### config.mk
export PLATFORM = sky130hd
export DESIGN_NAME = axi_read_burst_ctrl
export DESIGN_NICKNAME = d
export VERILOG_FILES = /design/src/rtl/axi_read_burst_ctrl.sv
export SDC_FILE = /design/constraint.sdc
export NUM_CORES = 1
export LEC_CHECK = 0
export ABC_AREA = 1
export BUFFER_PORTS_ARGS = -buffer_cell sky130_fd_sc_hd__buf_2
export CAP_MARGIN = 20
export CORE_MARGIN = 8
export CORE_UTILIZATION = 30
export CTS_BUF_LIST = sky130_fd_sc_hd__clkbuf_16
export CTS_CLUSTER_DIAMETER = 200
export CTS_CLUSTER_SIZE = 40
export DETAILED_ROUTE_END_ITERATION = 12
export MAX_ROUTING_LAYER = met4
export SLEW_MARGIN = 20
export SYNTH_ARGS = -nofsm -noshare
export SYNTH_HDL_FRONTEND = slang
export SYNTH_SLANG_ARGS = --single-unit
### constraint.sdc
create_clock -name clock -period 1.84 [get_ports clock]
set_clock_uncertainty 0.15 [all_clocks]
set_input_delay 0.184 -clock clock [delete_from_list [all_inputs] [get_ports clock]]
set_output_delay 0.184 -clock clock [all_outputs]
set_load 0.02 [all_outputs]
### src/rtl/axi_read_burst_ctrl.sv
// AXI4 read-address/read-data sequencer for the VDMA read path: normal bursts, then one tail burst.
// Optional: define READ_RESP_CHECK_EN to also flag SLVERR/DECERR responses in rd_err.
module axi_read_burst_ctrl #(
  parameter int unsigned NOR_BURST_LEN = 200,
  parameter int unsigned AXI_DSIZE     = 256,
  parameter int unsigned ASIZE         = 32,
  parameter int unsigned LSIZE         = 9,
  parameter int unsigned IDSIZE        = 4,
  parameter int unsigned DONE_HOLD     = 4,
  parameter int unsigned SETTLE        = 4
) (
  input  logic              clock,
  input  logic              rst_n,
  input  logic              fsync,
  input  logic [ASIZE-1:0]  base_addr,
  input  logic              fifo_afull,
  input  logic              tail_status,
  input  logic [LSIZE-1:0]  tail_len,
  output logic              burst_done,
  output logic              tail_done,
  output logic              busy,
  output logic              rd_err,
  output logic [IDSIZE-1:0] arid,
  output logic [ASIZE-1:0]  araddr,
  output logic [7:0]        arlen,
  output logic [2:0]        arsize,
  output logic [1:0]        arburst,
  output logic              arvalid,
  input  logic              arready,
  input  logic              rvalid,
  input  logic              rlast,
  input  logic [1:0]        rresp,
  output logic              rready
);

  // Burst length must hold 256 as well as any tail_len value.
  localparam int unsigned BlenW     = (LSIZE > 9) ? LSIZE : 9;
  localparam int unsigned BeatShift = $clog2(AXI_DSIZE / 8);
  localparam int unsigned CntW      = 8;
  localparam logic [BlenW-1:0] NorLen = BlenW'(NOR_BURST_LEN);

  typedef enum logic [2:0] {
    StIdle, StWaitLen, StCheck, StAddr, StData, StDone, StSettle
  } state_e;

  state_e             state_q, state_d;
  logic [CntW-1:0]    cnt_q, cnt_d;
  logic [ASIZE-1:0]   cur_addr_q, pend_addr_q;
  logic               pend_q, is_tail_q, busy_q, rd_err_q;
  logic [BlenW-1:0]   blen_q, beat_cnt_q, blen_sel;
  logic [7:0]         arlen_q;
  logic               in_bus, reload, beat_acc, last_acc, drain_restart;
  logic               latch_len, len_err, resp_err;

  assign in_bus        = (state_q == StAddr) || (state_q == StData);
  assign reload        = fsync && !in_bus;
  assign beat_acc      = rvalid && rready;
  assign last_acc      = beat_acc && rlast;
  assign drain_restart = last_acc && (pend_q || fsync);
  assign latch_len     = (state_q == StCheck) && !fsync && !fifo_afull;
  assign blen_sel      = (tail_status && (tail_len != '0)) ? BlenW'(tail_len) : NorLen;
  assign len_err       = last_acc && ((beat_cnt_q + BlenW'(1)) != blen_q);

`ifdef READ_RESP_CHECK_EN
  assign resp_err = beat_acc && rresp[1];
`else
  logic unused_rresp;
  assign unused_rresp = ^rresp;
  assign resp_err     = 1'b0;
`endif

  always_ff @(posedge clock) begin
    if (!rst_n) begin
      state_q <= StIdle;
    end else begin
      state_q <= state_d;
    end
  end

  always_comb begin
    state_d = state_q;
    unique case (state_q)
      StIdle:    if (fsync) state_d = StWaitLen;
      StWaitLen: if (!fsync && (cnt_q == CntW'(1))) state_d = StCheck;
      StCheck: begin
        if (fsync)            state_d = StWaitLen;
        else if (!fifo_afull) state_d = StAddr;
      end
      StAddr:    if (arready) state_d = StData;
      StData:    if (last_acc) state_d = drain_restart ? StWaitLen : StDone;
      StDone: begin
        if (fsync)                                 state_d = StWaitLen;
        else if (cnt_q == CntW'(DONE_HOLD - 1))    state_d = is_tail_q ? StIdle : StSettle;
      end
      StSettle: begin
        if (fsync)                                 state_d = StWaitLen;
        else if (cnt_q == CntW'(SETTLE - 1))       state_d = StCheck;
      end
      default:   state_d = StIdle;
    endcase
  end

  always_comb begin
    arvalid    = 1'b0;
    rready     = 1'b0;
    burst_done = 1'b0;
    tail_done  = 1'b0;
    unique case (state_q)
      StAddr:  arvalid = 1'b1;
      StData:  rready  = 1'b1;
      StDone: begin
        tail_done  = is_tail_q;
        burst_done = !is_tail_q;
      end
      default: ;
    endcase
  end

  // Dwell counter restarts on every state change and on an fsync reload.
  assign cnt_d = ((state_d != state_q) || reload) ? '0 : cnt_q + CntW'(1);

  always_ff @(posedge clock) begin
    if (!rst_n) begin
      cnt_q       <= '0;
      cur_addr_q  <= '0;
      pend_addr_q <= '0;
      pend_q      <= 1'b0;
      is_tail_q   <= 1'b0;
      blen_q      <= '0;
      arlen_q     <= '0;
      beat_cnt_q  <= '0;
      busy_q      <= 1'b0;
      rd_err_q    <= 1'b0;
    end else begin
      cnt_q <= cnt_d;

      if (reload) begin
        cur_addr_q <= base_addr;
      end else if (drain_restart) begin
        cur_addr_q <= fsync ? base_addr : pend_addr_q;
      end else if (last_acc) begin
        cur_addr_q <= cur_addr_q + (ASIZE'(blen_q) << BeatShift);
      end

      // A frame start during a bus transaction is deferred until the burst drains.
      if (fsync && in_bus) pend_addr_q <= base_addr;
      if (drain_restart)        pend_q <= 1'b0;
      else if (fsync && in_bus) pend_q <= 1'b1;

      if (latch_len) begin
        is_tail_q <= tail_status;
        blen_q    <= blen_sel;
        arlen_q   <= 8'(blen_sel - BlenW'(1));
      end

      if (state_q == StAddr) beat_cnt_q <= '0;
      else if (beat_acc)     beat_cnt_q <= beat_cnt_q + BlenW'(1);

      if (fsync)                                          busy_q <= 1'b1;
      else if ((state_q == StDone) && (state_d == StIdle)) busy_q <= 1'b0;

      if (len_err || resp_err) rd_err_q <= 1'b1;
      else if (fsync)          rd_err_q <= 1'b0;
    end
  end

  assign busy    = busy_q;
  assign rd_err  = rd_err_q;
  assign arid    = '0;
  assign araddr  = cur_addr_q;
  assign arlen   = arlen_q;
  assign arsize  = 3'(BeatShift);
  assign arburst = 2'b01;

endmodule

==> results of run 1 <==
-- cells in the mapped netlist, drive strengths merged (7+ instances only) --
cell type    n
inv        126
dfxtp      105
xor2        16
nand4       13
a21oi       80
buf         27
a31oi       16
a211oi       7
nand3       69
nor2       123
nand2      340
clkbuf      21
o21ai       68
ha          13
o211ai       8
nor3         7
o22ai        9
-- layer usage --
layer  vias up  part of all wire [%]
li1       3889                     -
met2       194                    47
met5         -                     0
met3        27                   4.7
met4         0                   1.6
met1      3395                    47
-- area by class of cell --
| cell class | count | area (um2) |
|---|---|---|
| fill | 2213 | 12100 |
| multi-input combinational | 796 | 4400 |
| sequential | 105 | 2160 |
| timing repair buffer | 262 | 1900 |
| inverter | 128 | 490 |
| tap | 280 | 350 |
| clock buffer | 9 | 225 |
| clock inverter | 7 | 52.6 |
| antenna | 1 | 2.50 |
-- power by group --
group | internal (mW) | switching, mW | leakage, nW
registers | 2.32 | 0.0623 | 0.868
logic | 0.371 | 0.510 | 3.50
clock network | 0.936 | 0.960 | 0.140
total | 3.63 | 1.53 | 4.51
-- metrics by stage --
step | instance area [um2] | setup WS (ns) | hold slack [ns]
after global placement | 8250 | -0.150 | 0.290
after global routing | 9580 | -0.226 | 0.0190
after floorplan | 6690 | -0.0429 | 0.172
after detailed placement | 8250 | -0.202 | 0.302
final | 9580 | -0.119 | 0.0137
after CTS | 9050 | -0.0928 | 0.00111
-- registers in the layout, summed over array words and instances (netlist names) --
register and flops:
pend_addr_q 32, blen_q 9, is_tail_q 1, pend_q 1, busy 1, state_q 3
cnt_q 8, araddr 32, arlen 8, beat_cnt_q 9, rd_err 1
-- logic make-up (layout without fill, tap and decap cells) --
logic type / Yosys count / in the layout / synth area share [%]
compound gates: 194 / 194 / 16.3
other cells: 2 / 10 / 0.114
flops: 105 / 105 / 31.9
fa+ha+maj: 14 / 14 / 2.77
buf+inv: 176 / 406 / 11.2
xor+xnor: 20 / 20 / 2.87
simple gates: 559 / 559 / 34.9
-- final timing paths --
check                              startpoint                           end  slack [ns]  cells after the start
setup / recovery       araddr[5]$_SDFFE_PN0P_        araddr[9]$_SDFFE_PN0P_       -0.12                      9
setup reg to reg       araddr[5]$_SDFFE_PN0P_        araddr[9]$_SDFFE_PN0P_       -0.12                      9
hold / removal                  base_addr[14]  pend_addr_q[14]$_SDFFE_PN0P_        0.01                      3
hold reg to reg   pend_addr_q[0]$_SDFFE_PN0P_   pend_addr_q[0]$_SDFFE_PN0P_        0.31                      2
-- worst max-delay path, delay by kind of cell (launching register included) --
kind                       cells  cell delay, ns
buffers and inverters          2            0.25
AOI/OAI and AO/OA              2            0.23
adders and majority gates      2            0.53
DFF                            1            0.35
xor gates and xnor gates       1            0.14
and+or+nand+nor                2            0.18
-- repair_timing --
item                                    in CTS  in global routing
resized for setup                           52                132
endpoints found under the setup margin      38                 58
hold buffers                                30                  0
setup buffers                                0                 12
gates cloned                                 0                  1
pin swaps                                    3                 36
hold endpoints to repair                    37                  0
==> results.rst, run 1 <==
.. list-table::
   :header-rows: 1

   * - Metric
     - Value
   * - Antenna violations before repair
     - 1
   * - Top fanout value on the critical path
     - 5
   * - Number of max-capacitance violations reported
     - 0
   * - Biggest area contributors in the synthesized netlist
     - dfxtp_1 (32%), nand2_1 (19%), nor2_1 (6.8%), inv_1 (6.8%), a21oi_1 (6.0%)
   * - Nets
     - 1,367
   * - Via count of the first global-routing pass
     - 7,055
   * - Kind of start point of the critical path
     - flop
   * - Worst IR Drop VDD
     - 0.000621 V
   * - Overall routed net length
     - 22,800 um
   * - Dominant cell type by area after synthesis
     - dfxtp_1
   * - Layout cell share with drive strength beyond 1
     - 32.1%
   * - Cell Count, Final, Fillers Out
     - 1,588
   * - Synthesized netlist cell count
     - between 1,000 and 1,500
   * - Placeable core region
     - 21,700 um2
   * - Cell-by-cell trace of the critical path
     - ha_4, fa_2, nand3_2, nand3_4, buf_4, buf_6, xor2_1, o21ai_1, a31oi_1
   * - # IOs
     - 106
   * - Number of max-slew violations in the final report
     - 0
   * - Setup violations, final
     - 14
   * - Largest net degree at the start of global routing
     - 46
   * - Most used routing layer in global routing
     - met2
   * - Most common cell after layout, fill and taps aside
     - nand2_1
   * - Run status
     - complete, but fails checks
   * - Maximum buffer depth of the clock tree
     - 2
   * - DRC violations left
     - 0
   * - Total routing usage reported by global routing
     - between 10% and 20%
   * - Clock edge transition at the registers on the reported setup and hold paths
     - approximately 0.08 ns
   * - Avg Inst Size Synth
     - 6.16 um2
   * - Flip-flop and latch count after synthesis
     - about 110
   * - Count of flip-flops with a built-in enable after synthesis
     - 0
   * - Wire per inst
     - 14.4 um
   * - Met3 GRT Util
     - 1.90%
   * - Clk sinks
     - 105
   * - Leakage power total
     - 4.51 nW
   * - GRT met2 Usage
     - 27.6%
   * - Worst path slowest cell
     - fa_2
   * - Minimum clock period after layout
     - about 2.0 ns
   * - Relative area change from synthesis to final layout
     - 45.3%
   * - Yosys warns
     - 0
   * - Cell count after placement
     - approximately 1,500
   * - Grt ovf
     - 0
   * - Via count
     - 7,505
   * - Critical path data required time
     - 1.92 ns
   * - Kind of critical path
     - flop to flop
   * - Effective utilization at floorplan
     - between 30% and 40%
   * - Violated checks
     - negative setup slack
   * - Capturing element type of the critical path
     - flop
   * - Placer congestion estimate
     - 0.887
   * - Post-layout power
     - slightly above 5 mW
   * - Area of the mapped netlist
     - around 6600 um2
   * - Achievable Freq
     - between 0.5 and 0.6 GHz
   * - Largest stage delay on the critical path
     - 0.37 ns
   * - Unrepaired setup endpoints after global routing
     - true
   * - Async SR Flop Fraction
     - 0%
   * - Aggregate negative setup slack
     - -0.822 ns
   * - Insertion delay to the later sink of the worst-skew pair
     - 0.36 ns
   * - Synth Flop Type
     - dfxtp_1
   * - GR Layer Usage met1
     - 22.2%
   * - Half-perimeter wire length after detailed placement
     - between 15,000 and 20,000 um
   * - Die outline height
     - 164 um
   * - Final core occ
     - 44.2%
   * - Data arrival at the endpoint of the critical path
     - about 2 ns
   * - Post-route clock period utilization
     - 106%
   * - Worst hold path type
     - input pin to flop
   * - Worst setup margin
     - -0.119 ns
   * - Number of nets still failing antenna checks after routing
     - 0
   * - Root buffer cell
     - clkbuf_16
   * - Clock tree from TritonCTS
     - built
   * - Portion of the post-synthesis area used by sequential elements
     - 31.9%
   * - Number of DRC violations after detailed-routing iteration 0
     - 620
   * - Highest-count cells in the layout ignoring fill and taps
     - nand2_1 (293), buf_4 (129), inv_1 (108)
   * - Port-buffer cells
     - 94
   * - X dimension of the die
     - about 160 um
   * - Number of search-and-repair iterations in the first detailed-routing pass
     - 5
   * - Number of H-tree branching levels
     - 3
   * - Area fraction of the dominant cell type after synthesis
     - 31.9%
   * - Power per cell area
     - 539 nW/um2
   * - First-pass GRT wire length
     - 36,100 um
   * - Number of vias per cell
     - 4.73
   * - DIE AREA
     - about 27,000 um2
   * - Row Count
     - 54
   * - Count of cell types in the netlist
     - 41
   * - Number of buffers added by the clock tree synthesis step
     - 9
   * - Total count of hold-check failures in the final report
     - 0
No activity file was read; power rests on OpenSTA's default activity.
==> run 2, diff against run 1 <==
Settings changed: ABC_AREA 1 to default.
==> run 2 against run 1 <==
The flow still finishes with violations (negative setup slack). Critical path depth did not move. Die area is 8.8% lower. First-iteration DRC count down 21%. Flip-flop and latch count stayed put. Largest power group unchanged.
==> results.rst, run 2 <==
.. list-table::
   :header-rows: 1

   * - Metric
     - Value
   * - Number of max-slew violations in the final report
     - 0
   * - Worst IR Drop VDD
     - 0.000549 V
   * - Async SR Flop Fraction
     - 0%
   * - Port-buffer cells
     - 94
   * - Leakage power total
     - ~4.0 nW
   * - Insertion delay to the later sink of the worst-skew pair
     - 0.35 ns
   * - Fin Hold WS
     - 0.0281 ns
   * - Dominant cell type by area after synthesis
     - dfxtp_1
   * - Die outline height
     - ~160 um
   * - Avg Inst Size Synth
     - 7.94 um2
   * - Number of H-tree branching levels
     - 3
   * - DIE AREA
     - 24,600 um2
   * - Cell-by-cell trace of the critical path
     - ha_4, fa_2, a21o_1, a221o_1, a41oi_2, buf_12, o31a_1, nor3_1, o32ai_1
   * - Hold Crit Start
     - tail_len[2]
   * - Count of flip-flops with a built-in enable after synthesis
     - 0
   * - Clock edge transition at the registers on the reported setup and hold paths
     - 0.08 ns
   * - Nets
     - between 1,000 and 1,500
   * - Final Cell Area
     - 9680 um2
   * - Synthesized netlist cell count
     - 749
   * - Run status
     - complete, but fails checks
   * - Top delay family on crit path
     - compound AO/OA/AOI/OAI gates
   * - Count of buffer and inverter cells on the critical path
     - 1
   * - Kind of start point of the critical path
     - flop
   * - Biggest area contributors in the synthesized netlist
     - dfxtp_1 (35%), nand2_1 (7.4%), a21oi_1 (6.6%), xnor2_1 (3.7%), nor2_1 (3.6%)
   * - Root buffer cell
     - clkbuf_16
   * - Highest-count cells in the layout ignoring fill and taps
     - buf_4 (137), nand2_1 (91), buf_2 (91)
   * - Worst path slowest cell
     - dfxtp_4
   * - Placer congestion estimate
     - 0.888
   * - Total count of hold-check failures in the final report
     - 0
   * - Unrepaired setup endpoints after global routing
     - true
   * - Number of buffers added by the clock tree synthesis step
     - 9
   * - Kind of critical path
     - flop to flop
   * - Grt ovf
     - 0
   * - Yosys warns
     - 0
   * - Number of vias per cell
     - 5.14
   * - Antenna cells
     - 0
   * - Overall routed net length
     - 22,400 um
   * - Placeable core region
     - slightly below 20,000 um2
   * - Wire per inst
     - 17.3 um
   * - Achievable Freq
     - 0.404 GHz
   * - Number of nets still failing antenna checks after routing
     - 0
   * - Worst setup margin
     - -0.638 ns
   * - Top fanout value on the critical path
     - 11
   * - Capturing element type of the critical path
     - flop
   * - Place WS
     - -0.582 ns
   * - X dimension of the die
     - 157 um
   * - Area fraction of the dominant cell type after synthesis
     - between 30% and 40%
   * - Via count
     - approximately 6,700
   * - Row Count
     - 51
   * - # IOs
     - 106
   * - Number of max-capacitance violations reported
     - 0
   * - First-pass GRT wire length
     - 34,200 um
   * - Count leader, synth
     - nand2_1
   * - Minimum clock period after layout
     - 2.48 ns
   * - Relative area change from synthesis to final layout
     - 62.6%
   * - Synth Flop Type
     - dfxtp_1
   * - Placed Instance Area
     - 7890 um2
   * - Effective utilization at floorplan
     - approximately 31%
   * - Number of search-and-repair iterations in the first detailed-routing pass
     - 6
   * - Via count of the first global-routing pass
     - 6,458
   * - Data arrival at the endpoint of the critical path
     - 2.58 ns
   * - Critical path data required time
     - 1.95 ns
   * - Area of the mapped netlist
     - 5950 um2
   * - Layout cell share with drive strength beyond 1
     - between 40% and 50%
   * - Clk sinks
     - 105
   * - Half-perimeter wire length after detailed placement
     - 15,300 um
   * - Number of DRC violations after detailed-routing iteration 0
     - 490
   * - Top cells by instance count after synthesis
     - nand2_1 (118), dfxtp_1 (105), a21oi_1 (78)
   * - Clock tree from TritonCTS
     - built
   * - Power per cell area
     - about 560 nW/um2
   * - Launch point of the worst path
     - araddr[5]$_SDFFE_PN0P_
   * - Final core occ
     - 49.7%
   * - Setup violations, final
     - 60
   * - Count of cell types in the netlist
     - 80
   * - Flip-flop and latch count after synthesis
     - 105
   * - Worst hold path type
     - input pin to flop
   * - Largest stage delay on the critical path
     - about 0.36 ns
   * - Total routing usage reported by global routing
     - 18.0%
   * - Largest net degree at the start of global routing
     - 35
   * - Worst R2R Start
     - araddr[5]$_SDFFE_PN0P_
   * - Antenna violations before repair
     - 0
   * - Portion of the post-synthesis area used by sequential elements
     - 35.3%
   * - DRC violations left
     - 0
   * - Most common cell after layout, fill and taps aside
     - buf_4
   * - Violated checks
     - negative setup slack
   * - Maximum buffer depth of the clock tree
     - 2
   * - Post-route clock period utilization
     - 135%
==> run 2: cell types whose count changed after synthesis, moves of 11 or more <==
cell,change
a22oi_1,+11
mux2i_1,+12
nand3_1,-29
nor2_1,-63
nand2_1,-219
a31oi_1,-11
o21ai_0,-37
inv_1,-107
xnor2_1,+22
==> run 2: power by group <==
group	switching, mW	leakage (nW)	internal (mW)
clock	0.903	0.165	1.21
sequential	0.0368	0.861	2.32
combinational	0.503	3.00	0.404
==> run 2: cell families after synthesis <==
logic type,after synthesis,synth area share [%]
mux,13,2.21
other cells,2,0.126
xor+xnor,43,6.33
simple gates,299,24.3
fa+ha+maj,14,3.07
compound gates,205,22.7
flops,105,35.3
buf+inv,68,5.91
==> run 2: area by class of cell <==
cell class	instances	area, um2
Sequential cell	105	2140
Multi-Input combinational cell	585	4320
Clock buffer	11	275
Timing Repair Buffer	311	2500
Tap cell	265	332
Fill cell	1793	9790
Inverter	15	63.8
Clock inverter	5	51.3
==> run 2: per-layer routing <==
layer | track usage, % | routed length [um] | vias to the layer above
li1 | - | - | 3254
met4 | 6.32 | 472 | 0
met3 | 2.01 | 997 | 31
met2 | 28.8 | 10600 | 187
met5 | - | 0 | -
met1 | 23.1 | 10300 | 3192
==> run 2: timing repair <==
item / in CTS / in global routing
hold buffers: 36 / 0
endpoints found under the setup margin: 98 / 98
buffers inserted: 16 / 16
gates cloned: 3 / 4
endpoints found under the hold margin: 41 / 0
resized for setup: 64 / 151
pin swaps: 29 / 74
==> run 2: final timing paths <==
check	endpoint	slack, ns	depth (start not counted)
setup / recovery	araddr[25]$_SDFFE_PN0P_	-0.64	9
hold / removal	blen_q[2]$_SDFFE_PN0P_	0.03	3
setup reg to reg	araddr[25]$_SDFFE_PN0P_	-0.64	9
hold reg to reg	pend_addr_q[13]$_SDFFE_PN0P_	0.30	2
==> run 2: worst min-delay path, delay by kind of cell <==
family,cells,cell delay (ns)
AO/OA/AOI/OAI,1,0.06
buffers and inverters,1,0.13
AND/OR/NAND/NOR,1,0.10
==> run 2: through the flow <==
stage / cells / power, mW / TNS, ns
floorplan: 756 / 2.81 / -9.19
detailed placement: 1214 / 3.15 / -15.69
global route: 1297 / 5.58 / -18.43
finish: 1297 / 5.38 / -13.12
CTS: 1283 / 5.36 / -12.32
global placement: 1214 / 3.14 / -14.55
